## src/rtl/operand_pkg.sv

```systemverilog
`default_nettype none
// ============================================================================
// Module   : operand_pkg
// Brief    : Shared constants and types for the operand fetch stage
//            (shift codes, ALU opcodes, FSM state encoding).
// Revision : 1.0 - initial release
// ============================================================================
package operand_pkg;

  // Shift codes applied to the Rm operand
  localparam logic [1:0] SH_NONE = 2'b00;
  localparam logic [1:0] SH_LSL1 = 2'b01;
  localparam logic [1:0] SH_LSR1 = 2'b10;
  localparam logic [1:0] SH_ASR1 = 2'b11;

  // ALU opcodes, carried through the stage untouched
  localparam logic [1:0] ALU_ADD = 2'b00;
  localparam logic [1:0] ALU_SUB = 2'b01;
  localparam logic [1:0] ALU_AND = 2'b10;
  localparam logic [1:0] ALU_NOT = 2'b11;

  // Operand fetch sequencing states
  typedef enum logic [1:0] {
    IDLE    = 2'd0,
    READ_A  = 2'd1,
    READ_B  = 2'd2,
    PRESENT = 2'd3
  } of_state_t;

endpackage
`default_nettype wire

```

## src/rtl/operand_shifter.sv

```systemverilog
`default_nettype none
// ============================================================================
// Module   : operand_shifter
// Brief    : Combinational 1-bit shifter for the B operand
//            (none / LSL1 / LSR1 / ASR1, no carry out).
// Revision : 1.0 - initial release
// ============================================================================
module operand_shifter
  import operand_pkg::*;
#(
  parameter int DATA_W = 16
) (
  input  logic [DATA_W-1:0] x,
  input  logic [1:0]        shift,
  output logic [DATA_W-1:0] y
);

  // Select the shifted form of x; bits shifted out are simply dropped
  always_comb begin
    y = x;
    case (shift)
      SH_LSL1: y = {x[DATA_W-2:0], 1'b0};
      SH_LSR1: y = {1'b0, x[DATA_W-1:1]};
      SH_ASR1: y = {x[DATA_W-1], x[DATA_W-1:1]};
      default: y = x;
    endcase
  end

endmodule
`default_nettype wire

```

## src/rtl/operand_fetch.sv

```systemverilog
`default_nettype none
// ============================================================================
// Module   : operand_fetch
// Brief    : Multi-cycle operand stage ahead of the ALU. Reads Rn then Rm
//            through one register-file read port, shifts Rm, applies the
//            A/B source selects and presents Ain/Bin/opcode on a valid/ready
//            handshake. One operation in flight at a time.
// Revision : 1.0 - initial release
// ============================================================================
module operand_fetch
  import operand_pkg::*;
#(
  parameter int DATA_W = 16,
  parameter int ADDR_W = 3,
  parameter int IMM_W  = 5
) (
  input  logic              clk,
  input  logic              rst_n,
  input  logic              in_valid,
  output logic              in_ready,
  input  logic [ADDR_W-1:0] in_rn,
  input  logic [ADDR_W-1:0] in_rm,
  input  logic [1:0]        in_shift,
  input  logic              in_asel,
  input  logic              in_bsel,
  input  logic [IMM_W-1:0]  in_imm,
  input  logic [1:0]        in_aluop,
  output logic [ADDR_W-1:0] rf_raddr,
  input  logic [DATA_W-1:0] rf_rdata,
  output logic              out_valid,
  input  logic              out_ready,
  output logic [DATA_W-1:0] out_ain,
  output logic [DATA_W-1:0] out_bin,
  output logic [1:0]        out_aluop
);

  of_state_t          r_state;
  logic [ADDR_W-1:0]  r_rm;
  logic [1:0]         r_shift;
  logic               r_asel;
  logic               r_bsel;
  logic [IMM_W-1:0]   r_imm;
  logic [1:0]         r_aluop;
  logic [DATA_W-1:0]  r_a;
  logic [ADDR_W-1:0]  r_raddr;
  logic               r_out_valid;
  logic [DATA_W-1:0]  r_ain;
  logic [DATA_W-1:0]  r_bin;
  logic [1:0]         r_out_aluop;

  logic [DATA_W-1:0]  w_sext_in;
  logic [DATA_W-1:0]  w_sext_lat;
  logic [DATA_W-1:0]  w_shifted;

  // Immediate sign extension, both for the incoming op (direct-to-PRESENT
  // case) and for the latched op (after reading Rn only)
  assign w_sext_in  = {{(DATA_W-IMM_W){in_imm[IMM_W-1]}}, in_imm};
  assign w_sext_lat = {{(DATA_W-IMM_W){r_imm[IMM_W-1]}}, r_imm};

  operand_shifter #(
    .DATA_W (DATA_W)
  ) u_shifter (
    .x     (rf_rdata),
    .shift (r_shift),
    .y     (w_shifted)
  );

  // Held low while reset is asserted so upstream never sees a phantom accept
  assign in_ready  = rst_n && (r_state == IDLE);
  assign rf_raddr  = r_raddr;
  assign out_valid = r_out_valid;
  assign out_ain   = r_ain;
  assign out_bin   = r_bin;
  assign out_aluop = r_out_aluop;

  // Sequencer: accept, read Rn, read Rm, present; read address and outputs
  // are loaded on the transition into the state that uses them
  always_ff @(posedge clk or negedge rst_n) begin
    if (!rst_n) begin
      r_state     <= IDLE;
      r_rm        <= '0;
      r_shift     <= SH_NONE;
      r_asel      <= 1'b0;
      r_bsel      <= 1'b0;
      r_imm       <= '0;
      r_aluop     <= '0;
      r_a         <= '0;
      r_raddr     <= '0;
      r_out_valid <= 1'b0;
      r_ain       <= '0;
      r_bin       <= '0;
      r_out_aluop <= '0;
    end else begin
      case (r_state)
        IDLE: begin
          if (in_valid) begin
            r_rm    <= in_rm;
            r_shift <= in_shift;
            r_asel  <= in_asel;
            r_bsel  <= in_bsel;
            r_imm   <= in_imm;
            r_aluop <= in_aluop;
            if (!in_asel) begin
              r_raddr <= in_rn;
              r_state <= READ_A;
            end else if (!in_bsel) begin
              r_raddr <= in_rm;
              r_state <= READ_B;
            end else begin
              // Neither register needed: present immediately
              r_ain       <= '0;
              r_bin       <= w_sext_in;
              r_out_aluop <= in_aluop;
              r_out_valid <= 1'b1;
              r_state     <= PRESENT;
            end
          end
        end
        READ_A: begin
          r_a <= rf_rdata;
          if (!r_bsel) begin
            r_raddr <= r_rm;
            r_state <= READ_B;
          end else begin
            r_ain       <= rf_rdata;
            r_bin       <= w_sext_lat;
            r_out_aluop <= r_aluop;
            r_out_valid <= 1'b1;
            r_state     <= PRESENT;
          end
        end
        READ_B: begin
          r_ain       <= r_asel ? '0 : r_a;
          r_bin       <= w_shifted;
          r_out_aluop <= r_aluop;
          r_out_valid <= 1'b1;
          r_state     <= PRESENT;
        end
        PRESENT: begin
          if (out_ready) begin
            r_out_valid <= 1'b0;
            r_state     <= IDLE;
          end
        end
        default: begin
          r_out_valid <= 1'b0;
          r_state     <= IDLE;
        end
      endcase
    end
  end

endmodule
`default_nettype wire

```

## config.mk

```make
export PLATFORM = sky130hd
export DESIGN_NAME = operand_fetch
export DESIGN_NICKNAME = d
export VERILOG_FILES = /design/src/rtl/operand_pkg.sv /design/src/rtl/operand_shifter.sv /design/src/rtl/operand_fetch.sv
export SDC_FILE = /design/constraint.sdc
export NUM_CORES = 1
export LEC_CHECK = 0
export BUFFER_PORTS_ARGS = -buffer_cell sky130_fd_sc_hd__buf_4
export CORE_MARGIN = 5
export CORE_UTILIZATION = 55
export DETAILED_ROUTE_END_ITERATION = 8
export GPL_TIMING_DRIVEN = 0
export PLACE_DENSITY_LB_ADDON = 0.08
export SETUP_SLACK_MARGIN = 0.4
export SYNTH_ARGS = -nofsm -noshare
export SYNTH_HDL_FRONTEND = slang
export SYNTH_HIERARCHICAL = 1
export SYNTH_SLANG_ARGS = --single-unit
```

## constraint.sdc

```tcl
create_clock -name clk -period 5.8 [get_ports clk]
set_input_delay 0.58 -clock clk [delete_from_list [all_inputs] [get_ports clk]]
set_output_delay 0.58 -clock clk [all_outputs]
set_load 0.005 [all_outputs]
```

==> impl_results.html <==
<table>
<tr><th>Metric</th><th>Value</th></tr>
<tr><th colspan="2">Layout</th></tr>
<tr><td>Share of final-layout standard cells stronger than drive strength 1</td><td>34.9%</td></tr>
<tr><td>Layout Cell Area excl Fill</td><td>a little under 5000 µm²</td></tr>
<tr><td>Final net count</td><td>480</td></tr>
<tr><td>Total inserted antenna cells</td><td>0</td></tr>
<tr><td>Filler cell count</td><td>about 520</td></tr>
<tr><td>Area overhead of the layout relative to synthesis</td><td>24.9%</td></tr>
<tr><th colspan="2">GRT</th></tr>
<tr><td>Number of global-route vias before repair</td><td>between 3000 and 4000</td></tr>
<tr><td>GR Overflow Total</td><td>0</td></tr>
<tr><td>Pin count of the biggest net entering global routing</td><td>between 70 and 80</td></tr>
<tr><td>First-pass GRT wire length</td><td>approximately 15 mm</td></tr>
<tr><td>Global routing usage summed across all routing layers</td><td>roughly 22%</td></tr>
<tr><td>Antenna violations before repair</td><td>0</td></tr>
<tr><th colspan="2">STA</th></tr>
<tr><td>Setup violations, final</td><td>0</td></tr>
<tr><td>Number of pins exceeding their max-slew limit in the final report</td><td>0</td></tr>
<tr><td>Slew at the pin with the worst max-slew slack</td><td>slightly below 0.9 ns</td></tr>
<tr><td>Portion of the clock cycle consumed by the worst path in the final layout</td><td>between 40 and 50%</td></tr>
<tr><td>Worst slew margin relative to its limit</td><td>40.5%</td></tr>
<tr><td>RSZ-0062 raised after global routing</td><td>false</td></tr>
<tr><td>Total Neg Setup Slack</td><td>0 ns</td></tr>
<tr><td>Maximum clock rate</td><td>between 0.4 and 0.5 GHz</td></tr>
<tr><td>Maximum clock skew at final layout</td><td>0.00855 ns</td></tr>
<tr><td>Final Hold Viols</td><td>0</td></tr>
<tr><td>Min cycle time layout</td><td>approximately 2.4 ns</td></tr>
<tr><th colspan="2">Clock network</th></tr>
<tr><td>Worst-Skew Late Latency</td><td>between 0.3 and 0.4 ns</td></tr>
<tr><td>Max Buffers Root-to-Sink</td><td>2</td></tr>
<tr><td>Setup fix buffers added after clock tree synthesis</td><td>0</td></tr>
<tr><td>Number of buffers inserted for hold repair after clock tree synthesis</td><td>0</td></tr>
<tr><td>Number of sinks handled by clock tree synthesis</td><td>70</td></tr>
<tr><td>CTS buffer count</td><td>9</td></tr>
<tr><td>Post-CTS Resized</td><td>0</td></tr>
<tr><td>Root Driver</td><td>sky130_fd_sc_hd__clkbuf_8</td></tr>
<tr><td>H-tree Lvls</td><td>3</td></tr>
<tr><td>Clock slew seen by the registers of the worst setup and hold paths</td><td>around 0.080 ns</td></tr>
<tr><td>TritonCTS clock tree</td><td>built</td></tr>
<tr><th colspan="2">Power and ir drop</th></tr>
<tr><td>Static Leakage</td><td>~2.3 nW</td></tr>
<tr><td>Sequential cell fraction of total power</td><td>around 28%</td></tr>
<tr><td>Part of the power in combinational logic</td><td>around 54%</td></tr>
<tr><td>Internal portion of total power</td><td>~2 mW</td></tr>
<tr><td>Switching portion of total power</td><td>35.4%</td></tr>
<tr><td>Fraction of power consumed by the clock network</td><td>roughly 18%</td></tr>
<tr><td>Total power per unit cell area</td><td>between 600 and 700 nW/µm²</td></tr>
<tr><td>Switching component of the power</td><td>between 1 and 1.5 mW</td></tr>
<tr><td>Max IR drop VDD</td><td>346 µV</td></tr>
<tr><th colspan="2">Routing</th></tr>
<tr><td>Number of violations reported at the end of detailed-routing iteration 0</td><td>150</td></tr>
<tr><td>Vias per std cell</td><td>approximately 5.3</td></tr>
<tr><td>Detail Route Antenna Nets</td><td>0</td></tr>
<tr><td>DR DRC count</td><td>0</td></tr>
<tr><td>Total vias in the final route</td><td>2843</td></tr>
<tr><td>DR WL/cell</td><td>roughly 17 µm</td></tr>
<tr><td>Final wirelength</td><td>about 9 mm</td></tr>
<tr><td>TritonRoute pass-1 iters</td><td>4</td></tr>
<tr><th colspan="2">Floorplanning</th></tr>
<tr><td>Die W</td><td>93.7 µm</td></tr>
<tr><td>Number of top-level pins</td><td>76</td></tr>
<tr><td>Count of standard-cell rows</td><td>30</td></tr>
<tr><td>Starting utilization of the core area</td><td>a little under three fifths</td></tr>
<tr><td>Core Region</td><td>6790 µm²</td></tr>
<tr><td>Die Area</td><td>8770 µm²</td></tr>
<tr><td>Die height</td><td>~94 µm</td></tr>
<tr><th colspan="2">Yosys</th></tr>
<tr><td>Library cells used by synthesis</td><td>30</td></tr>
<tr><td>Net count of the mapped netlist</td><td>395</td></tr>
<tr><td>Dominant register cell in the synthesized netlist</td><td>sky130_fd_sc_hd__dfrtp_1</td></tr>
<tr><td>Number of warning messages in the yosys log</td><td>6</td></tr>
<tr><td>Post-synthesis sequential area ratio</td><td>between 40% and 50%</td></tr>
<tr><td>Mean post-synth cell area</td><td>approximately 11 µm²</td></tr>
<tr><td>Post-synth top area cell</td><td>sky130_fd_sc_hd__dfrtp_1</td></tr>
<tr><td>Leading post-synthesis cells by cell area</td><td>sky130_fd_sc_hd__dfrtp_1, sky130_fd_sc_hd__mux2_4, sky130_fd_sc_hd__mux2_2, sky130_fd_sc_hd__mux2i_1, sky130_fd_sc_hd__nand2_1</td></tr>
<tr><td>Synth Register Bits</td><td>70</td></tr>
<tr><td>Fraction of post-synthesis cell area in the top cell type by area</td><td>between 40% and 50%</td></tr>
<tr><td>Post-synthesis async set-or-reset flop share</td><td>100%</td></tr>
<tr><td>Cell area after synthesis</td><td>3850 µm²</td></tr>
<tr><td>Number of instances in the synthesized netlist</td><td>around 350</td></tr>
<tr><td>Post-synth EDFFs</td><td>0</td></tr>
<tr><th colspan="2">Worst setup path</th></tr>
<tr><td>CP max FO</td><td>10</td></tr>
<tr><td>WP data arrival</td><td>approximately 2.6 ns</td></tr>
<tr><td>Crit Path Class</td><td>reg2reg</td></tr>
<tr><td>Critical path data required time</td><td>a little over 6 ns</td></tr>
<tr><td>Crit path capture type</td><td>flop</td></tr>
<tr><td>Crit start category</td><td>flop</td></tr>
<tr><th colspan="2">Placement</th></tr>
<tr><td>Post-detail-place hpwl</td><td>approximately 6.5 mm</td></tr>
<tr><td>Number of port buffers</td><td>74</td></tr>
<tr><td>Gpl congestion</td><td>about 0.88</td></tr>
<tr><td>Placement Cell Area</td><td>roughly 4500 µm²</td></tr>
<tr><th colspan="2">Hold path</th></tr>
<tr><td>Hold crit path type</td><td>in2async</td></tr>
<tr><th colspan="2">Run</th></tr>
<tr><td>Number of max-capacitance violations reported</td><td>0</td></tr>
<tr><th colspan="2">Run status</th></tr>
<tr><td>Run status</td><td>completed</td></tr>
</table>
## path summary, 6_finish.rpt
path                                   startpoint                     end  slack (ns)  depth (start not counted)
hold / removal                              rst_n  out_ain[9]$_DFFE_PN0P_        0.34                          1
setup / recovery           r_state[1]$_DFFE_PN0P_  out_bin[5]$_DFFE_PN0P_        3.42                          7
setup reg to reg           r_state[1]$_DFFE_PN0P_  out_bin[5]$_DFFE_PN0P_        3.42                          7
min in group clk                      in_shift[1]  r_shift[1]$_DFFE_PN0P_        0.46                          2
max in group asynchronous                   rst_n  out_bin[9]$_DFFE_PN0P_        4.86                          1
hold reg to reg            r_aluop[0]$_DFFE_PN0P_  r_aluop[0]$_DFFE_PN0P_        0.51                          1
## cell usage after synthesis, types with 3 or more instances
library cell	instances
sky130_fd_sc_hd__o21ai_0	25
sky130_fd_sc_hd__buf_4	3
sky130_fd_sc_hd__o21ai_1	9
sky130_fd_sc_hd__a21oi_1	16
sky130_fd_sc_hd__mux2_2	23
sky130_fd_sc_hd__a21boi_0	17
sky130_fd_sc_hd__mux2_4	30
sky130_fd_sc_hd__a22oi_1	4
sky130_fd_sc_hd__nor2_1	7
sky130_fd_sc_hd__dfrtp_1	70
sky130_fd_sc_hd__nand3b_1	16
sky130_fd_sc_hd__inv_1	21
sky130_fd_sc_hd__buf_6	5
sky130_fd_sc_hd__nor2b_1	4
sky130_fd_sc_hd__clkbuf_1	16
sky130_fd_sc_hd__mux2i_1	20
sky130_fd_sc_hd__ha_1	6
sky130_fd_sc_hd__nand2_1	47
## metal layers
| layer | wire [µm] | up-vias | GRT usage [%] | part of all wire, % |
|---|---|---|---|---|
| met2 | 4490 | 74 | 37.8 | 50 |
| met3 | 458 | 15 | 5.45 | 5.1 |
| li1 | - | 1377 | - | - |
| met1 | 3920 | 1377 | 28.1 | 43 |
| met4 | 156 | 0 | 7.46 | 1.7 |
| met5 | 0 | - | 0 | 0 |
## power groups by stage
stage / logic, mW / clock network (mW) / registers (mW)
after detailed placement: 1.72 / 0 / 0.888
final: 1.72 / 0.564 / 0.880
after global routing: 1.88 / 0.598 / 0.915
after floorplan: 1.23 / 0 / 0.868
after global placement: 1.69 / 0 / 0.874
after CTS: 1.74 / 0.569 / 0.881
## worst max-delay path, cell delays in order (launching register included)
cell and delay, ns:
sky130_fd_sc_hd__dfrtp_1 0.39, sky130_fd_sc_hd__inv_1 0.11, sky130_fd_sc_hd__ha_1 0.21, sky130_fd_sc_hd__buf_6 0.14
sky130_fd_sc_hd__nor2b_1 0.17, sky130_fd_sc_hd__a2111oi_4 0.65, sky130_fd_sc_hd__buf_6 0.27, sky130_fd_sc_hd__mux2_4 0.32
## logic make-up (layout without fill, tap and decap cells)
group / after synthesis / in the layout / synth area share (%)
mux: 74 / 74 / 23.9
fa+ha+maj: 6 / 6 / 1.95
flops: 70 / 70 / 45.5
buf+inv: 47 / 136 / 6.53
compound gates: 78 / 78 / 12.6
simple gates: 77 / 77 / 9.49
## cell usage in the layout, fill, tap and decap left out, types with 2 or more instances in the layout
cell type | netlist | layout
sky130_fd_sc_hd__clkbuf_1 | 16 | 16
sky130_fd_sc_hd__buf_6 | 5 | 5
sky130_fd_sc_hd__ha_1 | 6 | 6
sky130_fd_sc_hd__nor2_1 | 7 | 7
sky130_fd_sc_hd__a22o_1 | 2 | 2
sky130_fd_sc_hd__nand3b_1 | 16 | 16
sky130_fd_sc_hd__mux2i_1 | 20 | 20
sky130_fd_sc_hd__dfrtp_1 | 70 | 70
sky130_fd_sc_hd__mux2_4 | 30 | 30
sky130_fd_sc_hd__nor2b_1 | 4 | 4
sky130_fd_sc_hd__o21ai_0 | 25 | 25
sky130_fd_sc_hd__a21boi_0 | 17 | 17
sky130_fd_sc_hd__inv_1 | 21 | 21
sky130_fd_sc_hd__bufinv_16 | 0 | 5
sky130_fd_sc_hd__clkbuf_8 | 1 | 10
sky130_fd_sc_hd__a21oi_1 | 16 | 16
sky130_fd_sc_hd__buf_4 | 3 | 77
sky130_fd_sc_hd__mux2_2 | 23 | 23
sky130_fd_sc_hd__nand2_1 | 47 | 47
sky130_fd_sc_hd__o21ai_1 | 9 | 9
sky130_fd_sc_hd__a22oi_1 | 4 | 4
## registers in the layout, summed over array words and instances, names as in the netlist
register,cells
rf_raddr,3
r_imm,5
r_aluop,2
out_ain,16
r_shift,2
out_bin,16
r_asel,1
out_valid,1
r_a,16
r_rm,3
out_aluop,2
r_state,2
r_bsel,1
## stage by stage
step	hold WS [ns]	utilization, %	instances	total power, mW	setup WS (ns)
final	0.343	70.8	537	3.17	3.42
after global routing	0.416	70.8	537	3.40	3.26
after CTS	0.395	70.8	537	3.19	3.40
after detailed placement	0.495	66.6	522	2.61	3.43
after global placement	0.481	66.6	522	2.56	3.45
after floorplan	0.284	-	352	2.10	3.72
## layout make-up
cell class              instances  area, µm²  share of cell area [%]
multi-input cells             235       1850                    38.4
flip-flops and latches         70       1750                    36.4
repair buffers                 74        556                    11.6
plain buffers                  26        173                    3.59
clock inverters                 6        159                    3.31
clock buffers                   9        124                    2.58
well taps                      96        120                    2.50
inverters                      21       78.8                    1.64
No activity file was read; power rests on OpenSTA's default activity.
